[src/rtl/fft_bfly_sched.sv]
// Radix-2 DIT FFT butterfly sequencer: walks stages and butterflies and issues one operation per handshake.
// Optional bit-reverse swap pass before the butterflies is built when FFT_BITREV_EN is defined.
module fft_bfly_sched #(
   parameter int LOGN = 3,
   parameter int AW   = LOGN,
   parameter int TW   = LOGN - 1,
   parameter int SW_W = (LOGN > 1) ? $clog2(LOGN) : 1
) (
   input  logic            clk,
   input  logic            reset,
   input  logic            start,
   output logic            busy,
   output logic            done,
   output logic            op_valid,
   input  logic            op_ready,
   output logic            op_kind,
   output logic [AW-1:0]   addr_a,
   output logic [AW-1:0]   addr_b,
   output logic [TW-1:0]   tw_idx,
   output logic [SW_W-1:0] stage,
   output logic            last
);

   localparam int KW = LOGN - 1;
   localparam logic [KW-1:0]   k_last = {KW{1'b1}};
   localparam logic [SW_W-1:0] s_last = SW_W'(LOGN - 1);
   localparam logic [AW-1:0]   one_aw = {{(AW-1){1'b0}}, 1'b1};

`ifdef FFT_BITREV_EN
   typedef enum logic [1:0] {IDLE = 2'd0, BITREV = 2'd1, BFLY = 2'd2, DONE = 2'd3} state_t;

   localparam logic [LOGN-1:0] i_last = {LOGN{1'b1}};

   function automatic logic [LOGN-1:0] bitrev(input logic [LOGN-1:0] v);
      logic [LOGN-1:0] r;
      for (int j = 0; j < LOGN; j++) begin
         r[j] = v[LOGN-1-j];
      end
      return r;
   endfunction

   logic [LOGN-1:0] i_r, i_s, rev_s;
   logic            op_kind_r, kind_s;
`else
   typedef enum logic [1:0] {IDLE = 2'd0, BFLY = 2'd2, DONE = 2'd3} state_t;
`endif

   state_t          state_r, state_s;
   logic [KW-1:0]   k_r, k_s;
   logic [SW_W-1:0] s_r, s_s;
   logic            xfer_s;

   logic            busy_r, done_r, op_valid_r, last_r;
   logic [AW-1:0]   addr_a_r, addr_b_r;
   logic [TW-1:0]   tw_idx_r;
   logic [SW_W-1:0] stage_r;

   logic            busy_s, done_s, valid_s, last_s;
   logic [AW-1:0]   a_s, b_s, kx_s, half_s, pos_s, grp_s, bf_a_s;
   logic [TW-1:0]   tw_s;
   logic [SW_W-1:0] stage_s;

   assign xfer_s = op_valid_r & op_ready;

   // Next-state and loop-counter update.
   always_comb begin
      state_s = state_r;
      k_s     = k_r;
      s_s     = s_r;
`ifdef FFT_BITREV_EN
      i_s     = i_r;
`endif
      case (state_r)
         IDLE: begin
            if (start) begin
               k_s = {KW{1'b0}};
               s_s = {SW_W{1'b0}};
`ifdef FFT_BITREV_EN
               // index 0 never swaps, so the scan begins at 1
               state_s = BITREV;
               i_s     = {{(LOGN-1){1'b0}}, 1'b1};
`else
               state_s = BFLY;
`endif
            end else begin
               state_s = IDLE;
            end
         end
`ifdef FFT_BITREV_EN
         BITREV: begin
            if (!op_valid_r || op_ready) begin
               if (i_r == i_last) begin
                  state_s = BFLY;
               end else begin
                  i_s = i_r + 1'b1;
               end
            end else begin
               state_s = BITREV;
            end
         end
`endif
         BFLY: begin
            if (xfer_s) begin
               if ((s_r == s_last) && (k_r == k_last)) begin
                  state_s = DONE;
                  k_s     = {KW{1'b0}};
                  s_s     = {SW_W{1'b0}};
               end else if (k_r == k_last) begin
                  k_s = {KW{1'b0}};
                  s_s = s_r + 1'b1;
               end else begin
                  k_s = k_r + 1'b1;
               end
            end else begin
               state_s = BFLY;
            end
         end
         DONE: begin
            state_s = IDLE;
         end
         default: begin
            state_s = IDLE;
         end
      endcase
   end

   // Operation fields for the next cycle, derived only from the next counter values.
   always_comb begin
      kx_s    = AW'(k_s);
      half_s  = one_aw << s_s;
      pos_s   = kx_s & (half_s - one_aw);
      grp_s   = kx_s >> s_s;
      bf_a_s  = ((grp_s << s_s) << 1'b1) + pos_s;
      valid_s = 1'b0;
      a_s     = {AW{1'b0}};
      b_s     = {AW{1'b0}};
      tw_s    = {TW{1'b0}};
      stage_s = {SW_W{1'b0}};
      last_s  = 1'b0;
      busy_s  = 1'b0;
      done_s  = (state_s == DONE);
`ifdef FFT_BITREV_EN
      rev_s   = bitrev(i_s);
      kind_s  = 1'b0;
`endif
      if (state_s == BFLY) begin
         valid_s = 1'b1;
         busy_s  = 1'b1;
         a_s     = bf_a_s;
         b_s     = bf_a_s + half_s;
         tw_s    = TW'(pos_s << (s_last - s_s));
         stage_s = s_s;
         last_s  = (s_s == s_last) && (k_s == k_last);
`ifdef FFT_BITREV_EN
      end else if (state_s == BITREV) begin
         busy_s = 1'b1;
         if (i_s < rev_s) begin
            valid_s = 1'b1;
            kind_s  = 1'b1;
            a_s     = AW'(i_s);
            b_s     = AW'(rev_s);
         end else begin
            valid_s = 1'b0;
         end
`endif
      end else begin
         valid_s = 1'b0;
      end
   end

   // State, counters and registered outputs.
   always_ff @(posedge clk or posedge reset) begin
      if (reset) begin
         state_r    <= IDLE;
         k_r        <= {KW{1'b0}};
         s_r        <= {SW_W{1'b0}};
         busy_r     <= 1'b0;
         done_r     <= 1'b0;
         op_valid_r <= 1'b0;
         addr_a_r   <= {AW{1'b0}};
         addr_b_r   <= {AW{1'b0}};
         tw_idx_r   <= {TW{1'b0}};
         stage_r    <= {SW_W{1'b0}};
         last_r     <= 1'b0;
`ifdef FFT_BITREV_EN
         i_r        <= {LOGN{1'b0}};
         op_kind_r  <= 1'b0;
`endif
      end else begin
         state_r    <= state_s;
         k_r        <= k_s;
         s_r        <= s_s;
         busy_r     <= busy_s;
         done_r     <= done_s;
         op_valid_r <= valid_s;
         addr_a_r   <= a_s;
         addr_b_r   <= b_s;
         tw_idx_r   <= tw_s;
         stage_r    <= stage_s;
         last_r     <= last_s;
`ifdef FFT_BITREV_EN
         i_r        <= i_s;
         op_kind_r  <= kind_s;
`endif
      end
   end

   assign busy     = busy_r;
   assign done     = done_r;
   assign op_valid = op_valid_r;
   assign addr_a   = addr_a_r;
   assign addr_b   = addr_b_r;
   assign tw_idx   = tw_idx_r;
   assign stage    = stage_r;
   assign last     = last_r;
`ifdef FFT_BITREV_EN
   assign op_kind  = op_kind_r;
`else
   assign op_kind  = 1'b0;
`endif

endmodule

[config.mk]
export PLATFORM = sky130hd
export DESIGN_NAME = fft_bfly_sched
export DESIGN_NICKNAME = d
export VERILOG_FILES = /design/src/rtl/fft_bfly_sched.sv
export SDC_FILE = /design/constraint.sdc
export NUM_CORES = 1
export LEC_CHECK = 0
export CAP_MARGIN = 20
export CORE_MARGIN = 2
export CORE_UTILIZATION = 53
export CTS_CLUSTER_DIAMETER = 120
export DETAILED_ROUTE_END_ITERATION = 6
export HOLD_SLACK_MARGIN = 0.12
export PLACE_DENSITY = 0.82
export SLEW_MARGIN = 20
export SYNTH_ARGS = -nofsm -noshare
export SYNTH_HDL_FRONTEND = slang
export SYNTH_SLANG_ARGS = --single-unit
[constraint.sdc]
create_clock -name clk -period 5.4 [get_ports clk]
set_input_delay 0.54 -clock clk [delete_from_list [all_inputs] [get_ports clk]]
set_output_delay 0.54 -clock clk [all_outputs]
set_load 0.03 [all_outputs]
==> flow_summary.toml, run 1 <==
[floorplan]
initial_core_util = 0.560
placementRows = 15
die_w_um = 46.7
fp.dieH_um = 46.7
pin_count = 19
coreArea_um2 = 1730
fp.dieArea_um2 = 2180

[routing]
drt_iter0_drc = 13
totalWireLength_um = 1620
dr.pass1.iters = 4
drc_errors = 0
vias = 660
ant_nets = 0
via_per_inst = 5.20
post_drt_wl_per_cell_um = 12.8

[finish]
nets = 114
design_area_um2 = 1180
area_growth_pct = 22.0
register_area_um2 = 475
drive_above_1_share = 0.147
fillers = 159
diodes = 0
multi_input_area_um2 = 449
final_cells = 127

[global_route]
grt_pass1_vias = 605
antenna_found_initial = 0
grt.overflow.total = 0
grt_max_degree = 20
track_usage = 0.173
grt_pass1_wl_um = 2550

[synth]
syn_area_um2 = 967
synthCells = 83
synthFlopType = "dfrtp_1"
synthTopCellsByCount = "dfrtp_1, ha_1, inv_1, nor3_1, a21oi_1"
ys_ff_latch = 19
yosysSeqAreaShare = 0.492
synthArstFlopShare = 1.00
syn_area_per_cell_um2 = 11.7
yosysTopAreaCell = "dfrtp_1"
synth_cell_type_count = 35
synth_top_area_share = 0.492
synth_area_leaders = "dfrtp_1, ha_1, nor3_1, xnor3_1, a21oi_1"
synth_edf_count = 0
synthMostInstantiatedCell = "dfrtp_1"
ys_warn_count = 0

[sta]
finalClockSkew_ns = 0.00890
worst_pin_slew_ns = 0.689
slew_headroom = 0.540
finalHoldViolCount = 0
finalSetupViolCount = 0
period_needed_ns = 3.63
maxSlewViolCount = 0
finalSetupTns_ns = 0
finalCritPeriodShare = 0.672
rsz0062_at_grt = "false"
timing.fmax_mhz = 276
hold_ws_ns = 0.576

[placement]
gp_congestion = 0.782
io_buffers = 17
place_hpwl_um = 1300
dpl_cell_area_um2 = 1150
dp.cells = 123

[power]
p_int_uw = 476
ir_drop_mv = 0.462
leakage_nw = 0.545
p_comb_frac = 0.645
seq_power_share = 0.273
sw_frac_of_total = 0.430
power_density_nw_per_um2 = 708
clockPowerShare = 0.082
power_switching_uw = 359

[setup_path]
startpoint_type = "primary input"
required_ns = 5.62
critPathCaptureType = "flip-flop"
arrival_ns = 3.84
crit_fanout = 6
crit_type = "in -> reg"

[hold_path]
hp-class = "reg -> reg"

[cts]
ctsHoldBuffers = 0
clkTransAtPathRegs_ns = 0.11
cts_tree = "yes"
htreeDepth = 1
clk_path_buf_depth = 2
root_buffer = "clkbuf_4"
cts_setup_buffers = 0
cts_inserted_buffers = 3
clkLatencyLatePin_ns = 0.29
clock-sinks = 19
cts-resized-gates = 0

[run_status]
status = "finished, final reports clean"

[run]
max_cap_viol_count = 0
## layout make-up
type | instances | share of cell area
clock buffers | 3 | 0.0191
clock inverters | 1 | 0.00424
inverters | 7 | 0.0223
multi-input cells | 55 | 0.381
flip-flops and latches | 19 | 0.403
well taps | 25 | 0.0265
repair buffers | 17 | 0.144
## path summary, 6_finish.rpt
kind	startpoint	endpoint	slack, ns	depth (start not counted)
min reg2reg	s_r[1]$_DFF_PP0_	stage[1]$_DFF_PP0_	0.58	1
max	op_ready	addr_b[2]$_DFF_PP0_	1.77	13
min	s_r[1]$_DFF_PP0_	stage[1]$_DFF_PP0_	0.58	1
min in group asynchronous	reset	stage[0]$_DFF_PP0_	0.64	2
max in group asynchronous	reset	stage[1]$_DFF_PP0_	4.31	2
max reg2reg	k_r[0]$_DFF_PP0_	addr_b[2]$_DFF_PP0_	1.85	13
## power by group through the flow
stage / registers (mW) / clock network (mW) / logic, mW
after detailed placement: 0.232 / 0 / 0.542
after global placement: 0.230 / 0 / 0.518
after global routing: 0.234 / 0.0771 / 0.592
after floorplan: 0.299 / 0 / 0.334
after CTS: 0.229 / 0.0710 / 0.544
final: 0.228 / 0.0687 / 0.539
## metal layers
layer  track usage  vias up  share of wire
met5             0        -              0
met4        0.0667        0         0.0086
met3        0.0471        3          0.044
met2         0.297       17           0.54
met1         0.205      319           0.41
li1              -      321              -
## logic make-up after synthesis
kind of cell,synth area share
flip-flops,0.492
adder cells (fa/ha/maj),0.0983
AO/OA/AOI/OAI,0.132
XOR/XNOR,0.0414
other,0.00388
multiplexers,0.0116
AND/OR/NAND/NOR,0.173
buffers and inverters,0.0479
## metrics by stage
stage | utilization | power (mW) | worst slack (ns)
6_report | 0.683 | 0.835 | 1.77
5_1_grt | 0.683 | 0.903 | 1.63
4_1_cts | 0.683 | 0.844 | 1.79
3_5_place_dp | 0.667 | 0.774 | 1.48
3_3_place_gp | 0.667 | 0.748 | 1.60
2_1_floorplan | - | 0.633 | 2.15
## critical path: stages
cell	delay [ns]
clkdlybuf4s50_1	0.53
nand3_2	0.15
nor4_1	0.36
a21o_2	0.22
inv_1	0.09
ha_1	0.23
and2_1	0.18
o21a_1	0.18
ha_1	0.31
fa_1	0.41
xor2_1	0.21
xnor3_1	0.34
nor3_2	0.10
## placed cells by master (no fill, tap or decap), drive strengths merged, types with 2 or more instances in the layout
cell type / Yosys / final
dfrtp: 19 / 19
clkdlybuf4s50: 0 / 17
inv: 7 / 7
nor3: 7 / 7
ha: 6 / 6
a21oi: 4 / 4
nor2: 4 / 4
nor4: 3 / 3
and2: 3 / 3
clkbuf: 0 / 3
a21o: 3 / 3
nand2: 3 / 3
nor2b: 2 / 2
o21a: 2 / 2
and3: 2 / 2
conb: 1 / 2
## registers in the layout, summed over array words and instances, names as in the netlist
register  cells
addr_a        3
addr_b        3
done          1
k_r           2
last          1
op_valid      1
s_r           2
stage         2
state_r       2
tw_idx        2
Note: power is estimated with default switching activity, not from simulation.
==> inputs of run 2 (changes only) <==
--- a/config.mk
+++ b/config.mk
@@ -7,11 +7,11 @@
 export LEC_CHECK = 0
 export CAP_MARGIN = 20
 export CORE_MARGIN = 2
-export CORE_UTILIZATION = 53
+export CORE_UTILIZATION = 45
 export CTS_CLUSTER_DIAMETER = 120
 export DETAILED_ROUTE_END_ITERATION = 6
 export HOLD_SLACK_MARGIN = 0.12
-export PLACE_DENSITY = 0.82
+export PLACE_DENSITY = 0.74
 export SLEW_MARGIN = 20
 export SYNTH_ARGS = -nofsm -noshare
 export SYNTH_HDL_FRONTEND = slang
==> constraint.sdc (replaced) <==
create_clock -name clk -period 3 [get_ports clk]
set_input_delay 0.3 -clock clk [delete_from_list [all_inputs] [get_ports clk]]
set_output_delay 0.3 -clock clk [all_outputs]
set_load 0.03 [all_outputs]
==> flow_summary.toml, run 2 (synthesis gave the netlist of run 1 again) <==
[power]
leakage_nw = 0.631
power_density_nw_per_um2 = 1260
ir_drop_mv = 0.787
power_mw = 1.76

[routing]
via_per_inst = 4.88
drt_iter0_drc = 10
ant_nets = 0
drc_errors = 0
post_drt_wl_per_cell_um = 12.8
vias = 717
dr.pass1.iters = 4
totalWireLength_um = 1880

[placement]
io_buffers = 17
preCtsSetupSlack_ns = -0.411
gp_congestion = 0.807
dp.cells = 140
dpl_cell_area_um2 = 1290
place_hpwl_um = 1520

[setup_path]
crit_path_top_delay_cell = "dfrtp_1"
crit_family = "adder cells"
critPathCaptureType = "flip-flop"
arrival_ns = 3.05
reg2reg_slack_ns = 0.16
path_depth = 13
cp_common_cell = "ha_4"
startpoint_type = "flip-flop"
r2r-start = "k_r[0]$_DFF_PP0_"
path_cells = "ha_4 > nand3_4 > nor4_4 > a21o_2 > inv_1 > ha_2 > and2_1 > o21a_1 > ha_4 > fa_2 > xor2_2 > xnor3_1 > nor3_2"
max_stage_delay_ns = 0.41
rr_endpoint = "addr_b[2]$_DFF_PP0_"
critPathBufInv = 1
crit_type = "reg -> reg"
startpoint = "k_r[0]$_DFF_PP0_"
reg2regPathDepth = 13
crit_fanout = 6
required_ns = 3.21

[sta]
maxSlewViolCount = 0
finalSetupViolCount = 0
period_needed_ns = 2.84
slew_headroom = 0.545
timing.fmax_mhz = 352
finalHoldViolCount = 0
worst_pin_slew_ns = 0.681
worst_slack_ns = 0.156
finalCritPeriodShare = 0.948
hold_ws_ns = 0.414
finalClockSkew_ns = 0.00203

[finish]
final_cells = 147
layout_common_cells = "dfrtp_1, buf_4, clkdlybuf4s50_1, inv_1, nor3_1"
drive_above_1_share = 0.358
design_area_um2 = 1400
diodes = 0
area_growth_pct = 45.1
nets = 132
fillers = 149

[cts]
clkLatencyLatePin_ns = 0.28
cts_inserted_buffers = 3
clk_path_buf_depth = 2
clkTransAtPathRegs_ns = 0.10
htreeDepth = 1
clock-sinks = 19
cts_tree = "yes"
root_buffer = "clkbuf_4"

[global_route]
track_usage = 0.177
grt.overflow.total = 0
grt_pass1_wl_um = 3360
grt_pass1_vias = 755
antenna_found_initial = 0
grt_max_degree = 20

[floorplan]
die_w_um = 50.4
initial_core_util = 0.483
fp.dieArea_um2 = 2540
fp.dieH_um = 50.4
coreArea_um2 = 2000
placementRows = 16
pin_count = 19

[hold_path]
hp-class = "in -> async"

[run]
max_cap_viol_count = 0

[run_status]
status = "finished, final reports clean"
run 2: cell count changes in the layout (fill, tap and decap cells not counted), sizes merged:
cell / previous run / this run
clkbuf: 3 / 4
buf: 0 / 18
clkinv: 1 / 0
dlygate4sd2: 0 / 1
clkdlybuf4s50: 17 / 16
run 2: repair_timing:
action / CTS / global route
pin swaps: 2 / 4
buffers inserted: 1 / 2
hold buffers: 0 / 0
gates resized for setup: 9 / 4
endpoints found under the setup margin: 1 / 1
run 2: worst max-delay path by stage:
stage / end
floorplan: addr_b[2]$_DFF_PP0_
global placement: addr_b[2]$_DFF_PP0_
detailed placement: addr_b[2]$_DFF_PP0_
CTS: addr_b[2]$_DFF_PP0_
global route: addr_b[2]$_DFF_PP0_
finish: addr_b[2]$_DFF_PP0_
run 2: area by class of cell:
type	count	area (µm²)	area share
clock buffer	4	26.3	0.0187
inverter	7	26.3	0.0187
multi-input combinational	55	537	0.382
sequential	19	477	0.340
tap	27	33.8	0.0241
timing repair buffer	35	304	0.217
run 2: per-stage QoR:
step                TNS (ns)   util
finish                     0  0.701
global route         -0.0148  0.701
CTS                        0  0.683
detailed placement    -0.497  0.643
global placement      -0.285  0.643
floorplan                  0      -
run 2: metal layers:
layer  wire length, µm  up-vias  global-route usage
met5                 0        -                   0
met4                39        0              0.0766
met3                33        4              0.0298
met2              1060       10               0.314
met1               750      347               0.211
li1                  -      356                   -
run 2: where the power goes:
| group | internal, mW | switching (mW) | total [mW] |
|---|---|---|---|
| Clock | 0.0515 | 0.0697 | 0.121 |
| Sequential | 0.360 | 0.0452 | 0.405 |
| Combinational | 0.623 | 0.614 | 1.24 |
